`config.mk`:
```
export PLATFORM = sky130hd
export DESIGN_NAME = mpu_seq_ctrl
export DESIGN_NICKNAME = d
export VERILOG_FILES = /design/src/rtl/mpu_seq_ctrl.sv
export SDC_FILE = /design/constraint.sdc
export NUM_CORES = 1
export LEC_CHECK = 0
export CAP_MARGIN = 30
export CORE_ASPECT_RATIO = 1.5
export CORE_MARGIN = 5
export CORE_UTILIZATION = 45
export CTS_BUF_LIST = sky130_fd_sc_hd__clkbuf_16
export DETAILED_ROUTE_END_ITERATION = 8
export GPL_TIMING_DRIVEN = 0
export PLACE_DENSITY = 0.85
export SYNTH_ARGS = -nofsm -noshare
export SYNTH_HDL_FRONTEND = slang
export SYNTH_HIERARCHICAL = 1
export SYNTH_SLANG_ARGS = --single-unit
```
`constraint.sdc`:
```
create_clock -name clk -period 2.1 [get_ports clk]
set_clock_uncertainty 0.05 [all_clocks]
set_input_delay 0.21 -clock clk [delete_from_list [all_inputs] [get_ports clk]]
set_output_delay 0.21 -clock clk [all_outputs]
set_load 0.005 [all_outputs]
```
`src/rtl/mpu_seq_ctrl.sv`:
```
// mpu_seq_ctrl -- sequencer for a small output-stationary systolic array.
//
// Accepts one matrix job (A: SA_ROWS x SA_COLS, B: SA_COLS x SA_COLS).
// It streams SA_COLS operand beats into the array, where beat k carries
// column k of A and row k of B. It then collects SA_ROWS result rows,
// which arrive last row first. Finally it presents the assembled C matrix.
// A watchdog ends the drain phase if the array stops returning rows.
//
// Ports
//   clk, rst_n                     clock, async active-low reset
//   cmd_valid/cmd_ready, cmd_a/b   job command (A[i][k], B[k][j] packed row-major)
//   sa_in_valid/sa_in_ready        operand beat handshake toward the array
//   sa_in_a[i], sa_in_b[j]         A[i][k], B[k][j] for the current beat k
//   sa_in_c[j]                     partial-sum injection, always zero
//   sa_out_valid/sa_out_ready      result row handshake from the array
//   sa_out_c[j]                    one result row
//   res_valid/res_ready, res_c     job result, C[i][j] packed row-major
//   res_err                        job ended by watchdog (qualified by res_valid)
//   busy                           any state other than IDLE

// Per-column result storage: one C column, written one row at a time.
module mpu_seq_col #(
    parameter int SA_ROWS   = 2,
    parameter int OUT_WIDTH = 16,
    parameter int RW        = 1
) (
    input  logic                               clk,
    input  logic                               rst_n,
    input  logic                               clr,
    input  logic                               wr,
    input  logic [RW-1:0]                      row,
    input  logic [OUT_WIDTH-1:0]               din,
    output logic [SA_ROWS-1:0][OUT_WIDTH-1:0]  col
);
    always_ff @(posedge clk or negedge rst_n) begin
        if (!rst_n)
            col <= '0;
        else if (clr)
            col <= '0;
        else if (wr)
            col[row] <= din;
    end
endmodule

module mpu_seq_ctrl #(
    parameter int IN_WIDTH    = 4,
    parameter int OUT_WIDTH   = 16,
    parameter int SA_ROWS     = 2,
    parameter int SA_COLS     = 2,
    parameter int TIMEOUT_CYC = 64
) (
    input  logic                                    clk,
    input  logic                                    rst_n,
    input  logic                                    cmd_valid,
    output logic                                    cmd_ready,
    input  logic [SA_ROWS*SA_COLS*IN_WIDTH-1:0]     cmd_a,
    input  logic [SA_COLS*SA_COLS*IN_WIDTH-1:0]     cmd_b,
    output logic                                    sa_in_valid,
    input  logic                                    sa_in_ready,
    output logic [SA_ROWS-1:0][IN_WIDTH-1:0]        sa_in_a,
    output logic [SA_COLS-1:0][IN_WIDTH-1:0]        sa_in_b,
    output logic [SA_COLS-1:0][OUT_WIDTH-1:0]       sa_in_c,
    input  logic                                    sa_out_valid,
    output logic                                    sa_out_ready,
    input  logic [SA_COLS-1:0][OUT_WIDTH-1:0]       sa_out_c,
    output logic                                    res_valid,
    input  logic                                    res_ready,
    output logic [SA_ROWS*SA_COLS*OUT_WIDTH-1:0]    res_c,
    output logic                                    res_err,
    output logic                                    busy
);
    localparam int KW = (SA_COLS > 1) ? $clog2(SA_COLS) : 1;
    localparam int RW = (SA_ROWS > 1) ? $clog2(SA_ROWS) : 1;
    localparam int WW = (TIMEOUT_CYC > 1) ? $clog2(TIMEOUT_CYC) : 1;

    localparam logic [KW-1:0] K_LAST  = KW'(SA_COLS - 1);
    localparam logic [RW-1:0] R_LAST  = RW'(SA_ROWS - 1);
    localparam logic [WW-1:0] WD_LAST = WW'(TIMEOUT_CYC - 1);

    localparam logic [1:0] S_IDLE  = 2'd0;
    localparam logic [1:0] S_FEED  = 2'd1;
    localparam logic [1:0] S_DRAIN = 2'd2;
    localparam logic [1:0] S_DONE  = 2'd3;

    logic [1:0]                             state;
    logic [KW-1:0]                          k;
    logic [RW-1:0]                          r;
    logic [WW-1:0]                          wd;
    logic [SA_ROWS*SA_COLS*IN_WIDTH-1:0]    a_q;
    logic [SA_COLS*SA_COLS*IN_WIDTH-1:0]    b_q;
    logic                                   err_q;
    logic                                   accept;
    logic                                   row_wr;
    logic [SA_COLS-1:0][SA_ROWS-1:0][OUT_WIDTH-1:0] col_q;

    assign cmd_ready    = (state == S_IDLE);
    assign sa_in_valid  = (state == S_FEED);
    assign sa_out_ready = (state == S_DRAIN);
    assign res_valid    = (state == S_DONE);
    assign busy         = (state != S_IDLE);
    assign res_err      = err_q;

    assign accept = cmd_ready && cmd_valid;
    assign row_wr = sa_out_ready && sa_out_valid;

    always_ff @(posedge clk or negedge rst_n) begin
        if (!rst_n) begin
            state <= S_IDLE;
            k     <= '0;
            r     <= '0;
            wd    <= '0;
            a_q   <= '0;
            b_q   <= '0;
            err_q <= 1'b0;
        end else begin
            case (state)
                S_IDLE: if (cmd_valid) begin
                    a_q   <= cmd_a;
                    b_q   <= cmd_b;
                    k     <= '0;
                    r     <= R_LAST;
                    wd    <= '0;
                    err_q <= 1'b0;
                    state <= S_FEED;
                end
                S_FEED: if (sa_in_ready) begin
                    // k holds at its last value rather than wrapping
                    if (k == K_LAST) state <= S_DRAIN;
                    else             k     <= k + 1'b1;
                end
                S_DRAIN: begin
                    // an accepted row takes priority over watchdog expiry
                    if (sa_out_valid) begin
                        wd <= '0;
                        if (r == '0) state <= S_DONE;
                        else         r     <= r - 1'b1;
                    end else if (wd == WD_LAST) begin
                        err_q <= 1'b1;
                        state <= S_DONE;
                    end else begin
                        wd <= wd + 1'b1;
                    end
                end
                default: if (res_ready) state <= S_IDLE;
            endcase
        end
    end

    genvar i, j;
    generate
        for (i = 0; i < SA_ROWS; i++) begin : g_a
            assign sa_in_a[i] = a_q[(i*SA_COLS + int'(k))*IN_WIDTH +: IN_WIDTH];
        end
        for (j = 0; j < SA_COLS; j++) begin : g_col
            assign sa_in_b[j] = b_q[(int'(k)*SA_COLS + j)*IN_WIDTH +: IN_WIDTH];
            assign sa_in_c[j] = '0;

            mpu_seq_col #(
                .SA_ROWS   (SA_ROWS),
                .OUT_WIDTH (OUT_WIDTH),
                .RW        (RW)
            ) u_col (
                .clk   (clk),
                .rst_n (rst_n),
                .clr   (accept),
                .wr    (row_wr),
                .row   (r),
                .din   (sa_out_c[j]),
                .col   (col_q[j])
            );

            for (i = 0; i < SA_ROWS; i++) begin : g_res
                assign res_c[(i*SA_COLS + j)*OUT_WIDTH +: OUT_WIDTH] = col_q[j][i];
            end
        end
    endgenerate
endmodule

```
==> key figures, run 1 <==
Clocking
  – Root buf cell: clkbuf_16
  – H-tree levels: 3
  – CTS sink cnt: 107
  – CTS tree: yes
  – Clock-pin slew on the worst setup and hold paths: 0.07 ns
  – CTS Buf Count: 9
  – Max Root-Sink Buffers: 2
  – Worst-Skew Late Latency: 0.34 ns

Die
  – Initial Util: 45.4%
  – Rows: a little under 50
  – Die X: roughly 100 µm
  – Die area: 14300 µm²
  – Core Region: 11900 µm²
  – Ports: 188
  – Die Ht: about 140 µm

Final layout
  – Total inserted antenna cells: 0
  – Fin area: 7660 µm²
  – Area growth syn-to-layout: 41.7%
  – Filler cells: 931
  – NumNets Final: ~720
  – Layout cells sized above 1: 19.9%

STA
  – Final setup TNS: 0 ns
  – Final Hold Fails: 0
  – Final min period: about 2.0 ns
  – RSZ-0062 raised after global routing: false
  – Relative slew slack: about three fifths
  – Slew @ Worst Pin: 0.615 ns
  – Final number of setup-violating endpoints: 0
  – Max Clk Rate: 0.493 GHz
  – Final Max Slew Viols: 0
  – Crit share post-route: 96.6%

Route
  – Antenna-violating nets left: 0
  – Via count: a little under 4000
  – Wire per inst: 16.3 µm
  – Total Wirelength: 13200 µm
  – Drt pass-1 iters: 4
  – DR iter-0 viols: 100
  – Remaining DRCs: 0
  – Drt via density: 4.85

Synthesis
  – Cell Area, Synth: 5400 µm²
  – Yosys top cell area share: 49.5%
  – Average size of a mapped cell: 12.1 µm²
  – Seq/Total Area, Yosys: 49.5%
  – Area fraction in compound gates after synthesis: 3.08%
  – Adder-cell share of the synthesized area: 1.16%
  – Synth Area in Simple Gates: between 10% and 20%
  – Synthesis-stage register bit count: ~110
  – Main combinational cell family by area after synthesis: multiplexers
  – Mux share of post-synthesis cell area: 22.5%
  – Mapped Cells: around 450
  – XOR/XNOR Fraction of Synth Area: 0%
  – Area leader, netlist: dfrtp_1
  – Yosys warnings: 6
  – Ranking of synthesized cells by area: dfrtp_1 50%, mux2i_1 12%, nand2b_1 12%
  – Distinct cells, synth: 44

Critical path
  – CP max-delay cell: clkdlybuf4s50_1
  – Crit-path cells: buf_6, buf_8, mux2_2, clkdlybuf4s50_1
  – WS Path Type: register to output port
  – Req. time, crit path: 1.84 ns
  – Crit-path leading delay family: buffers and inverters
  – Critical Path Max Stage Delay: about 0.47 ns
  – CP endpoint kind: output port
  – Crit path max fanout: 10
  – Critical Path AT: 1.77 ns
  – Crit path buf inv count: 3
  – Startpoint types: register

Status
  – Status: finished, final reports clean

Placement
  – Placed cell area: 7290 µm²
  – Routability Congestion: 0.852
  – Port bufs: ~160
  – DP HPWL: about 10000 µm

Global routing
  – GR Overflow Total: 0
  – Largest net degree at the start of global routing: a little over 60
  – Number of global-route vias before repair: roughly 4200
  – GRT Total Usage: 18.3%
  – Initial antenna violation count: 0
  – Global-route wire length before repair: 21000 µm

Power
  – Worst VDD drop: roughly 0.00077 V
  – Leak pwr: between 3 and 4 nW
  – Cell Pwr Density: 1300 nW/µm²

Job
  – Max Cap Viol: 0

Hold path
  – Tightest Hold Check Type: primary input to asynchronous set/reset pin
## worst reg2reg max path, stage by stage, from the launching register on
cell and delay (ns):
dfrtp_1 0.41, inv_1 0.13, ha_4 0.19, nand2_1 0.15
inv_4 0.15, buf_8 0.19, buf_6 0.15, clkbuf_2 0.22
nand2b_1 0.15, mux2i_1 0.07
## per-layer routing
layer | routed length (µm) | track usage [%] | vias to the layer above
met5 | 0 | 0 | -
met4 | 352 | 8.06 | 0
met3 | 755 | 3.38 | 22
met2 | 7010 | 32.6 | 145
met1 | 5040 | 21.3 | 1907
li1 | - | - | 1837
## flip-flops by register name (all words and copies together) (netlist names)
| name | count |
|---|---|
| state | 2 |
| a_q | 16 |
| r | 1 |
| b_q | 16 |
| wd | 6 |
| k | 1 |
| g_col.u_col/col | 64 |
| res_err | 1 |
## logic make-up after synthesis
group	Yosys count
AO/OA/AOI/OAI	23
adder cells (fa/ha/maj)	5
buffers and inverters	63
flip-flops	107
multiplexers	115
other	1
AND/OR/NAND/NOR	131
## metrics by stage
| step | std cells | power (mW) | setup slack [ns] | utilization [%] | hold slack [ns] |
|---|---|---|---|---|---|
| 4_1_cts | 806 | 10.1 | 0.0510 | 64.3 | 0.385 |
| 2_1_floorplan | 476 | 5.81 | 0.235 | - | -0.136 |
| 6_report | 806 | 9.95 | 0.0706 | 64.4 | 0.368 |
| 5_1_grt | 806 | 10.6 | 0.00723 | 64.4 | 0.401 |
| 3_5_place_dp | 785 | 8.32 | -0.310 | 61.3 | 0.207 |
| 3_3_place_gp | 784 | 8.13 | -3.18 | 61.1 | 0.412 |
## final timing paths
kind	start	endpoint	slack (ns)	depth (start not counted)
min in group clk	sa_out_c[27]	g_col[1].u_col/col[27]	0.41	3
hold reg to reg	a_q[13]	a_q[13]	0.44	1
setup reg to reg	state[1]	g_col[1].u_col/col[13]	0.13	9
max in group asynchronous	rst_n	r	0.90	3
setup / recovery	k	sa_in_b[6]	0.07	4
hold / removal	rst_n	g_col[0].u_col/col[9]	0.37	2
## cells in the final DEF (no fill, tap or decap), types with 3 or more instances in the layout
master | synthesis | routed
a21oi_1 | 6 | 6
buf_2 | 6 | 3
buf_4 | 36 | 40
buf_6 | 5 | 6
buf_8 | 2 | 4
clkbuf_16 | 0 | 9
clkbuf_2 | 2 | 7
clkdlybuf4s50_1 | 0 | 153
conb_1 | 1 | 32
dfrtp_1 | 107 | 107
ha_1 | 5 | 4
inv_1 | 4 | 3
inv_6 | 0 | 3
mux2_1 | 12 | 12
mux2_2 | 36 | 36
mux2i_1 | 66 | 66
nand2_1 | 7 | 7
nand2b_1 | 100 | 100
nor2_1 | 6 | 6
## what timing repair did
item / 4_1_cts / 5_1_grt
buffers inserted: 4 / 0
hold buffers: 1 / 0
pin swaps: 0 / 0
setup endpoints to repair: 72 / 26
hold endpoints to repair: 46 / 0
resized for setup: 14 / 6
## where the power goes
| part | switching, mW | internal [mW] |
|---|---|---|
| logic | 1.79 | 2.98 |
| clock network | 0.784 | 0.815 |
| registers | 0.574 | 3.00 |
| total | 3.15 | 6.80 |
## cells in the mapped netlist, drive strengths merged
| cell type | number |
|---|---|
| nand4 | 1 |
| nand2b | 101 |
| nor2b | 3 |
| inv | 5 |
| buf | 49 |
| a21o | 2 |
| conb | 1 |
| a31oi | 2 |
| a21oi | 9 |
| and2 | 4 |
| clkbuf | 9 |
| dfrtp | 107 |
| a31o | 2 |
| nor4 | 1 |
| and2b | 1 |
| nand2 | 9 |
| a22o | 2 |
| nand3 | 1 |
| mux2 | 49 |
| nor4b | 1 |
| mux2i | 66 |
| nor2 | 6 |
| nand3b | 1 |
| ha | 5 |
| o41ai | 1 |
| o21ai | 4 |
| a32o | 1 |
| and4 | 1 |
| nor3 | 1 |
## cell type report
type | instances | area (µm²) | area share, %
Sequential cell | 107 | 2680 | 35.0
Multi-Input combinational cell | 306 | 2400 | 31.4
Timing Repair Buffer | 161 | 1620 | 21.1
Buffer | 58 | 465 | 6.08
Clock buffer | 9 | 225 | 2.94
Tap cell | 153 | 191 | 2.50
Clock inverter | 7 | 51.3 | 0.670
Inverter | 5 | 21.3 | 0.278
No activity file was read; power rests on OpenSTA's default activity.
==> inputs of run 2 (changes only) <==
- CORE_UTILIZATION: 45 -> 46
- PLACE_DENSITY: 0.85 -> 0.86
==> key figures, run 2 (synthesized netlist as in run 1, its figures left out) <==
Status
  – Status: finished, final reports clean

Route
  – Drt pass-1 iters: 4 (unchanged)
  – Total Wirelength: 13600 µm (+3.0%)
  – Via count: 3929 (+0.46%)
  – Antenna-violating nets left: 0 (unchanged)
  – Wire per inst: 16.9 µm (+3.7%)
  – DR iter-0 viols: 128 (+28%)
  – Remaining DRCs: 0 (unchanged)
  – Drt via density: 4.91 (+1.1%)

Global routing
  – GR Overflow Total: 0 (unchanged)
  – GRT Total Usage: 19.4% (+1.1 points)
  – Met1 usage: 20.1% (-1.1 points)
  – M2 GR Usage: 37.2% (+4.5 points)
  – Global-route wire length before repair: 21800 µm (+3.7%)
  – Initial antenna violation count: 0 (unchanged)
  – Largest net degree at the start of global routing: 55 (-11%)
  – Met3 Track Usage GR: 5.57% (+2.2 points)
  – Number of global-route vias before repair: 4298 (+2.7%)
  – GRT Max-Usage Layer: met2

Final layout
  – Max reg flops: 64 (unchanged)
  – Layout cells sized above 1: 20.0% (+0.061 points)
  – Filler cells: 905 (-2.8%)
  – Largest regs: g_col.u_col/col x64, a_q x16, b_q x16
  – Non-filler cells in the finished layout: 801 (-0.62%)
  – Commonest cells after routing, fill and taps aside: 154 x clkdlybuf4s50_1, 107 x dfrtp_1, 100 x nand2b_1
  – Total inserted antenna cells: 0 (unchanged)
  – Most common cell after layout, fill and taps aside: clkdlybuf4s50_1
  – Area growth syn-to-layout: 41.7% (about the same)
  – Largest register by flop count: g_col.u_col/col
  – NumNets Final: 721 (-0.28%)

Critical path
  – Crit-path cells: buf_6, buf_12, mux2_2, clkdlybuf4s50_1
  – WS Path Type: register to output port
  – Worst Setup EP: sa_in_a[1]
  – CP endpoint kind: output port
  – FF-to-FF Start: state[1]
  – Crit path buf inv count: 3 (unchanged)
  – RR Endpoint: g_col[1].u_col/col[3]
  – Critical Path AT: 1.77 ns (about the same)
  – Crit path max fanout: 10 (unchanged)
  – Crit. Startpoint: k
  – Crit-path leading delay family: buffers and inverters
  – CP max-delay cell: clkdlybuf4s50_1
  – Req. time, crit path: 1.84 ns (about the same)
  – Startpoint types: register
  – Crit path depth: 4 (unchanged)
  – Worst reg2reg path depth: 9 (unchanged)
  – Critical Path Max Stage Delay: 0.46 ns (about the same)
  – Flop2flop setup slack: 0.15 ns (+0.02 ns)

Clocking
  – Clock-pin slew on the worst setup and hold paths: 0.07 ns (about the same)
  – CTS tree: yes
  – H-tree levels: 3 (unchanged)
  – Worst-Skew Late Latency: 0.34 ns (about the same)
  – Root buf cell: clkbuf_16
  – CTS sink cnt: 107 (unchanged)
  – CTS Buf Count: 9 (unchanged)
  – Max Root-Sink Buffers: 2 (unchanged)

Power
  – NetSw: 3.17 mW (+0.42%)
  – Total power: 9.98 mW (+0.25%)
  – Clk pwr share: 15.7% (-0.4 points)
  – Internal: 6.81 mW (+0.17%)
  – Sequential power share: 35.9% (about the same)
  – Worst VDD drop: 0.000882 V (+15%)
  – Combinational share of power: 48.4% (+0.4 points)
  – Cell Pwr Density: 1300 nW/µm² (+0.27%)
  – Sw Ratio: 31.7% (+0.055 points)
  – Leak pwr: 3.54 nW (-0.41%)

Placement
  – Setup WS pre-CTS: -0.278 ns (+0.0311 ns)
  – Placed cell count: 782 (-0.38%)
  – DP HPWL: 10600 µm (+4.8%)
  – Routability Congestion: 0.784 (-8.0%)
  – Port bufs: 155 (unchanged)

STA
  – Crit share post-route: 96.5% (-0.16 points)
  – Final worst setup slack: 0.0740 ns (+0.00341 ns)
  – Slew @ Worst Pin: 0.705 ns (+0.0899 ns)
  – Max Clk Rate: 0.494 GHz (+0.17%)
  – Relative slew slack: 53.0% (-6.0 points)
  – Final Max Slew Viols: 0 (unchanged)
  – Final min period: 2.03 ns (-0.00341 ns)
  – Final Hold Fails: 0 (unchanged)
  – Final number of setup-violating endpoints: 0 (unchanged)
  – Final setup TNS: 0 ns (unchanged)

Job
  – Max Cap Viol: 0 (unchanged)

Hold path
  – Tightest Hold Check Type: primary input to asynchronous set/reset pin

Die
  – Core Region: 11500 µm² (-3.1%)
  – Die X: 98.5 µm (-0.99%)
  – Die area: 14100 µm² (-2.0%)
  – Die Ht: 143 µm (-1.0%)
  – Rows: 48 (-2.0%)
  – Ports: 188 (unchanged)
  – Initial Util: 46.9% (+1.4 points)
-- run 2: cell types whose count changed in the layout (fill, tap and decap cells not counted), sizes merged --
cell / before / now
buf: 54 / 52
clkdlybuf4s50: 153 / 154
clkinvlp: 0 / 1
dlymetal6s2s: 1 / 0
inv: 8 / 7
-- run 2: stage by stage --
stage	cell area, µm²	hold slack (ns)	util, %
after floorplan	5520	-0.136	-
after global placement	7260	0.412	63.0
after detailed placement	7280	0.254	63.2
after CTS	7610	0.413	66.0
after global routing	7650	0.409	66.4
final	7650	0.410	66.4
-- run 2: area by class of cell --
class | count | area [µm²] | share of cell area (%)
Buffer | 58 | 474 | 6.19
Clock buffer | 9 | 225 | 2.94
Clock inverter | 7 | 51.3 | 0.670
Inverter | 5 | 21.3 | 0.278
Multi-Input combinational cell | 306 | 2400 | 31.4
Sequential cell | 107 | 2680 | 35.0
Tap cell | 150 | 188 | 2.45
Timing Repair Buffer | 159 | 1610 | 21.1
-- run 2: what timing repair did --
action | 4_1_cts | 5_1_grt
endpoints found under the setup margin | 74 | 59
buffers inserted | 0 | 2
hold endpoints to repair | 53 | 0
pin swaps | 0 | 0
gates resized for setup | 14 | 8
hold buffers | 1 | 0
-- run 2: per-layer routing --
layer / vias to the layer above / part of all wire (%)
li1: 1831 / -
met1: 1951 / 35
met2: 129 / 57
met3: 18 / 6.9
met4: 0 / 1.8
met5: - / 0
-- run 2: power groups by stage --
stage	clock network (mW)	registers [mW]	logic, mW
global route	1.71	3.71	5.23
detailed placement	0	3.62	4.74
CTS	1.61	3.59	4.85
global placement	0	3.56	4.56
floorplan	0	3.52	2.28
finish	1.57	3.58	4.83
-- run 2: how the worst min path moves through the flow --
stage | start | endpoint | depth (start not counted)
after floorplan | rst_n | a_q[0] | 0
after global placement | a_q[14] | a_q[14] | 1
after detailed placement | rst_n | state[0] | 1
after CTS | cmd_a[7] | a_q[7] | 2
after global routing | cmd_b[14] | b_q[14] | 2
final | rst_n | state[0] | 2
-- run 2: worst register-to-register path, stage by stage, from the launching register on --
cell and delay [ns]:
dfrtp_1 0.42, inv_1 0.13, ha_4 0.20, nand2_1 0.14, inv_4 0.15, buf_8 0.19, buf_6 0.15, clkbuf_4 0.19
nand2b_1 0.13, mux2i_1 0.07
